`config.mk`:
```
export PLATFORM = sky130hd
export DESIGN_NAME = display_scanner
export DESIGN_NICKNAME = d
export VERILOG_FILES = /design/src/rtl/display_scanner_pkg.sv /design/src/rtl/display_scanner_refresh.sv /design/src/rtl/display_scanner.sv
export SDC_FILE = /design/constraint.sdc
export NUM_CORES = 1
export LEC_CHECK = 0
export CAP_MARGIN = 20
export CORE_ASPECT_RATIO = 0.6
export CORE_MARGIN = 5
export CORE_UTILIZATION = 60
export CTS_BUF_LIST = sky130_fd_sc_hd__clkbuf_8
export DETAILED_ROUTE_END_ITERATION = 10
export MAX_ROUTING_LAYER = met4
export PLACE_DENSITY = 0.87
export SLEW_MARGIN = 40
export SYNTH_ARGS = -nofsm -noshare
export SYNTH_HDL_FRONTEND = slang
export SYNTH_HIERARCHICAL = 1
export SYNTH_SLANG_ARGS = --single-unit
```
`constraint.sdc`:
```
create_clock -name clk -period 6.65 [get_ports clk]
set_input_delay 1.33 -clock clk [delete_from_list [all_inputs] [get_ports clk]]
set_output_delay 1.33 -clock clk [all_outputs]
set_load 0.03 [all_outputs]
```
`src/rtl/display_scanner_pkg.sv`:
```
// Shared definitions for the 4-digit multiplexed hex display scanner.
//   - scan_state_e : IDLE/SCAN state encoding
//   - NUM_DIGITS   : number of multiplexed digits
//   - DIV_DEFAULT  : default refresh period (clock cycles per digit)
//   - AN_OFF       : active-low digit enable pattern with every digit dark
//   - helper functions for nibble selection and leading-zero detection
package display_scanner_pkg;

  typedef enum logic {
    ST_IDLE = 1'b0,
    ST_SCAN = 1'b1
  } scan_state_e;

  localparam int          NUM_DIGITS  = 4;
  localparam int          DIGIT_W     = $clog2(NUM_DIGITS);
  localparam int unsigned DIV_DEFAULT = 50000;
  localparam logic [3:0]  AN_OFF      = 4'b1111;

  // Nibble shown on digit d (digit 0 is the least significant nibble).
  function automatic logic [3:0] digit_nibble(input logic [15:0] value,
                                              input logic [DIGIT_W-1:0] d);
    return value[4*d +: 4];
  endfunction

  // True when digit d is a leading zero: d is not the units digit and every
  // nibble from d up to the most significant one is zero.
  function automatic logic is_leading_zero(input logic [15:0] value,
                                           input logic [DIGIT_W-1:0] d);
    logic all_zero;
    all_zero = 1'b1;
    for (int k = 1; k < NUM_DIGITS; k++) begin
      if (k >= int'(d)) begin
        all_zero = all_zero & (value[4*k +: 4] == 4'h0);
      end
    end
    return (d != '0) && all_zero;
  endfunction

endpackage

```
`src/rtl/display_scanner_refresh.sv`:
```
// refresh_counter: digit refresh prescaler.
//   clk, rst_n : system clock, asynchronous active-low reset
//   en         : count enable; the count holds its value while low
//   clr        : synchronous clear to zero, wins over en
//   tick       : one-cycle pulse in the cycle where the count wraps DIV-1 -> 0
module refresh_counter
  import display_scanner_pkg::*;
#(
  parameter int unsigned DIV = DIV_DEFAULT,
  localparam int CW = (DIV > 1) ? $clog2(DIV) : 1
) (
  input  logic clk,
  input  logic rst_n,
  input  logic en,
  input  logic clr,
  output logic tick
);

  logic [CW-1:0] count_q, count_d;
  logic          at_top;

  always_comb begin
    at_top  = (count_q == CW'(DIV - 1));
    tick    = en && !clr && at_top;
    count_d = count_q;
    if (clr) begin
      count_d = '0;
    end else if (en) begin
      count_d = at_top ? '0 : count_q + 1'b1;
    end
  end

  always_ff @(posedge clk or negedge rst_n) begin
    if (!rst_n) begin
      count_q <= '0;
    end else begin
      count_q <= count_d;
    end
  end

endmodule

```
`src/rtl/display_scanner.sv`:
```
// display_scanner: drives a 4-digit common-anode hex display through an
// external hex decoder by time-multiplexing the digits.
//   clk, rst_n  : system clock, asynchronous active-low reset
//   result[15:0]: value to show; captured into the hold register on load
//   load        : single-cycle capture strobe (also starts scanning from IDLE)
//   clear       : synchronous return to IDLE, wins over load
//   enable      : 1 = scan and drive digits, 0 = freeze position and go dark
//   blank_lz    : 1 = suppress leading-zero digits (units digit always shown)
//   q3..q0      : nibble for the decoder, q3 is the MSB
//   Read        : decoder enable (0 = all segments off)
//   an[3:0]     : active-low digit enables, an[0] = least significant digit
// All display outputs are registered and therefore lag the internal state by
// one clock; reset darkens them asynchronously.
module display_scanner
  import display_scanner_pkg::*;
#(
  parameter int unsigned DIV = DIV_DEFAULT
) (
  input  logic        clk,
  input  logic        rst_n,
  input  logic [15:0] result,
  input  logic        load,
  input  logic        clear,
  input  logic        enable,
  input  logic        blank_lz,
  output logic        q3,
  output logic        q2,
  output logic        q1,
  output logic        q0,
  output logic        Read,
  output logic [3:0]  an
);

  scan_state_e        state_q, state_d;
  logic [15:0]        hold_q, hold_d;
  logic [DIGIT_W-1:0] digit_q, digit_d;
  logic [3:0]         an_q, an_d;
  logic [3:0]         nib_q, nib_d;
  logic               read_q, read_d;

  logic               capture;
  logic               cnt_en;
  logic               cnt_clr;
  logic               tick;

  // The prescaler only runs while actively scanning; it is held at zero in
  // IDLE so that entering SCAN always starts a full digit period.
  refresh_counter #(.DIV(DIV)) u_refresh (
    .clk  (clk),
    .rst_n(rst_n),
    .en   (cnt_en),
    .clr  (cnt_clr),
    .tick (tick)
  );

  always_comb begin
    capture = load && !clear;
    cnt_en  = (state_q == ST_SCAN) && enable && !clear;
    cnt_clr = (state_q != ST_SCAN) || clear;

    state_d = state_q;
    hold_d  = capture ? result : hold_q;
    digit_d = digit_q;

    case (state_q)
      ST_IDLE: begin
        digit_d = '0;
        if (capture) begin
          state_d = ST_SCAN;
        end
      end
      ST_SCAN: begin
        if (clear) begin
          state_d = ST_IDLE;
          digit_d = '0;
        end else if (tick) begin
          // Four digits: the 2-bit index wraps 3 -> 0 on its own.
          digit_d = digit_q + 1'b1;
        end
      end
      default: begin
        state_d = ST_IDLE;
        digit_d = '0;
      end
    endcase

    // Output image for the next cycle, built from the present state.
    an_d   = AN_OFF;
    nib_d  = 4'h0;
    read_d = 1'b0;
    if ((state_q == ST_SCAN) && enable) begin
      an_d   = AN_OFF ^ (4'b0001 << digit_q);
      nib_d  = digit_nibble(hold_q, digit_q);
      // A blanked digit keeps its anode active; only the decoder is disabled.
      read_d = !(blank_lz && is_leading_zero(hold_q, digit_q));
    end
  end

  always_ff @(posedge clk or negedge rst_n) begin
    if (!rst_n) begin
      state_q <= ST_IDLE;
      hold_q  <= '0;
      digit_q <= '0;
      an_q    <= AN_OFF;
      nib_q   <= 4'h0;
      read_q  <= 1'b0;
    end else begin
      state_q <= state_d;
      hold_q  <= hold_d;
      digit_q <= digit_d;
      an_q    <= an_d;
      nib_q   <= nib_d;
      read_q  <= read_d;
    end
  end

  assign q3   = nib_q[3];
  assign q2   = nib_q[2];
  assign q1   = nib_q[1];
  assign q0   = nib_q[0];
  assign Read = read_q;
  assign an   = an_q;

endmodule

```
==> impl_metrics.tcl <==
set metrics [dict create \
    synth_async_sr_flop_share_pct 100 \
    pin_count_of_the_biggest_net_entering_global_routing 45 \
    crit_path_max_incr_delay_ns 0.67 \
    clockBufferDepth 2 \
    ys_top_cells_by_count "dfrtp_1 (40), mux2_2 (16), nand2_1 (15), nand3_1 (11), nor2_1 (8)" \
    timing.final.crit_share_pct 54.4 \
    route.vias.total 1718 \
    crit_fanout 18 \
    synthDistinctLibCells 44 \
    chipWidth_um 88.2 \
    top_cells_by_area_synth "dfrtp_1 (45%), mux2_2 (8.2%), dfstp_2 (4.8%)" \
    clkSlewWorstSetupHoldPaths_ns 0.08 \
    area_of_the_multi_input_gates_um2 1000 \
    worst_setup_path_start_kind "input pin" \
    fin_worst_skew_ns 0.00381 \
    syn_inst 189 \
    gp_congestion 0.885 \
    root_buffer "clkbuf_8" \
    endpoint_kind "flip-flop" \
    cts_hold_buf 0 \
    worstReg2RegEnd "u_refresh/count_q[7]" \
    reg2reg_slack_ns 4.03 \
    dpl-instance-area_um2 2500 \
    final-seq-area_um2 1110 \
    synthFlopType "dfrtp_1" \
    numCtsBuffers 5 \
    initial_core_util_pct 61.2 \
    setup_repair_after_global_routing_missed_its_margin "no" \
    critPathSlowestCell "a41oi_2" \
    port_buffers 30 \
    coreArea_um2 3590 \
    leakage_nw 1.06 \
    floorplan.die.height_um 56.9 \
    total_power_mw 0.530 \
    power_density_nw_per_um2 204 \
    period_minus_slack_ns 3.62 \
    finalInstanceArea_um2 2590 \
    report.final.setup_viol 0 \
    vias_per_cell 6.46 \
    fmax_ghz 0.276 \
    track_usage_pct 23.6 \
    timing.setup.critical_path_class "in -> reg" \
    ctsResizeCount 0 \
    worst_hold_startpoint "hold_q[3]" \
    drt_drc_violations_left 0 \
    maximum_capacitance_violations 0 \
    clock_insertion_delay_worst_skew_ns 0.29 \
    synth_top_area_share_pct 45.5 \
    proportion_of_layout_cells_with_a_drive_suffix_above_1_pct 18.7 \
    synth.avg_cell_area_um2 11.6 \
    drv_slew 0 \
    max_slew_margin_pct 45.7 \
    worstHoldPathType "reg -> reg" \
    final-instance-count-excl-fill 266 \
    drt-wirelength-per-cell_um 19.8 \
    synth-edff-count 0 \
    htree_levels 2 \
    first_global_vias 1775 \
    antenna_diodes 0 \
    ys_ff_latch 44 \
    clock_tree_from_tritoncts "built" \
    ys.warnings.count 6 \
    worst_r2r_startpoint "state_q" \
    grt_first_pass_wirelength_um 8800 \
    critPathArrivalTime_ns 3.83 \
    drt-pass1-iter-count 5 \
    synthDominantAreaCellType "dfrtp_1" \
    slew_at_the_pin_closest_to_its_max_slew_limit_ns 0.815 \
    worstSetupEndpoint "u_refresh/count_q[7]" \
    worstSetupStartpoint "enable" \
    finish.net_count 245 \
    synth_sequential_area_ratio_pct 50.3 \
    peakVddDrop_mv 0.155 \
    overflow 0 \
    floorplan.io_pins 31 \
    drt_iter0_drc 273 \
    finalSetupTns_ns 0 \
    path_cells "clkdlybuf4s50_1 -> inv_1 -> nor2_1 -> or2b_4 -> a41oi_2 -> o21ai_0 -> a31oi_1" \
    area_growth_from_synthesis_to_layout_pct 17.7 \
    post-dp-hpwl_um 3830 \
    r2r_cells 6 \
    rows 17 \
    num-fill-cells 229 \
    wl_um 5280 \
    netlist_area_um2 2200 \
    outcome "complete, no violations" \
    post-cts-setup-buffer-count 0 \
    hold_viol 0 \
    fin_hold_ws_ns 0.514 \
    grt_antenna_before_repair 0 \
    syn-num-nets 216 \
    required_ns 6.86 \
    cts.sink_count 44 \
    numPlacedInstances 258 \
    fp.dieArea_um2 5020 \
    synthMostInstantiatedCell "dfrtp_1" \
    detail-route-antenna-nets 0 \
]
==> kinds of logic after synthesis <==
| kind of cell | share of synthesized area [%] |
|---|---|
| buffers and inverters | 4.15 |
| flip-flops | 50.3 |
| AND/OR/NAND/NOR | 19.0 |
| AO/OA/AOI/OAI | 10.6 |
| adder cells (fa/ha/maj) | 2.84 |
| XOR/XNOR | 0.398 |
| multiplexers | 12.7 |
==> critical path, delay by kind of cell <==
family                 cells  cell delay, ns
AOI/OAI and AO/OA          3            1.19
buffers and inverters      2            0.72
and+or+nand+nor            2            0.59
==> placed cells by master (no fill, tap or decap), types with 2 or more instances in the layout <==
cell type	count
a21o_1	2
a21oi_1	6
a31oi_1	6
a41oi_1	2
and3_1	7
buf_4	2
clkbuf_8	6
clkdlybuf4s50_1	29
dfrtp_1	40
dfstp_2	4
ha_1	5
inv_1	9
mux2_2	16
mux4_2	4
nand2_1	15
nand3_1	11
nand4_1	5
nor2_1	8
nor3_1	3
nor4_1	3
o211ai_1	3
o21ai_0	7
or3_1	3
or4_1	4
==> per-stage QoR <==
stage	util [%]	worst slack, ns
2_1_floorplan	-	3.68
3_3_place_gp	69.5	3.09
3_5_place_dp	69.5	2.93
4_1_cts	72.1	3.08
5_1_grt	72.1	2.94
6_report	72.1	3.03
==> final cells by class <==
class                   instances  area share [%]
repair buffers                 31            11.8
clock buffers                   6            3.19
well taps                      47            2.27
clock inverters                 2           0.290
inverters                       7            1.01
flip-flops and latches         44            42.7
multi-input cells             129            38.7
==> how the worst min path moves through the flow <==
stage                                  to  slack (ns)  cells after the start
detailed placement              hold_q[3]        0.50                      1
CTS                             hold_q[3]        0.52                      1
finish                          hold_q[3]        0.51                      1
global route                    hold_q[2]        0.56                      1
global placement                hold_q[3]        0.49                      1
floorplan           u_refresh/count_q[15]        0.47                      1
==> per-layer routing <==
layer,vias to the layer above,wire length (um),global-route usage (%)
li1,768,-,-
met1,837,2300,31.5
met2,97,2520,36.0
met3,16,381,5.28
met4,0,74,7.54
met5,-,0,-
==> registers in the layout (all words and copies together) (netlist names) <==
signal / flops
hold_q: 16
state_q: 1
digit_q: 2
an: 4
u_refresh/count_q: 16
nib_q: 4
Read: 1
==> power breakdown <==
part           internal [mW]  switching [mW]
Clock                 0.0817          0.0847
Combinational         0.0354          0.0269
Sequential             0.285          0.0159
No activity file was read; power rests on OpenSTA's default activity.
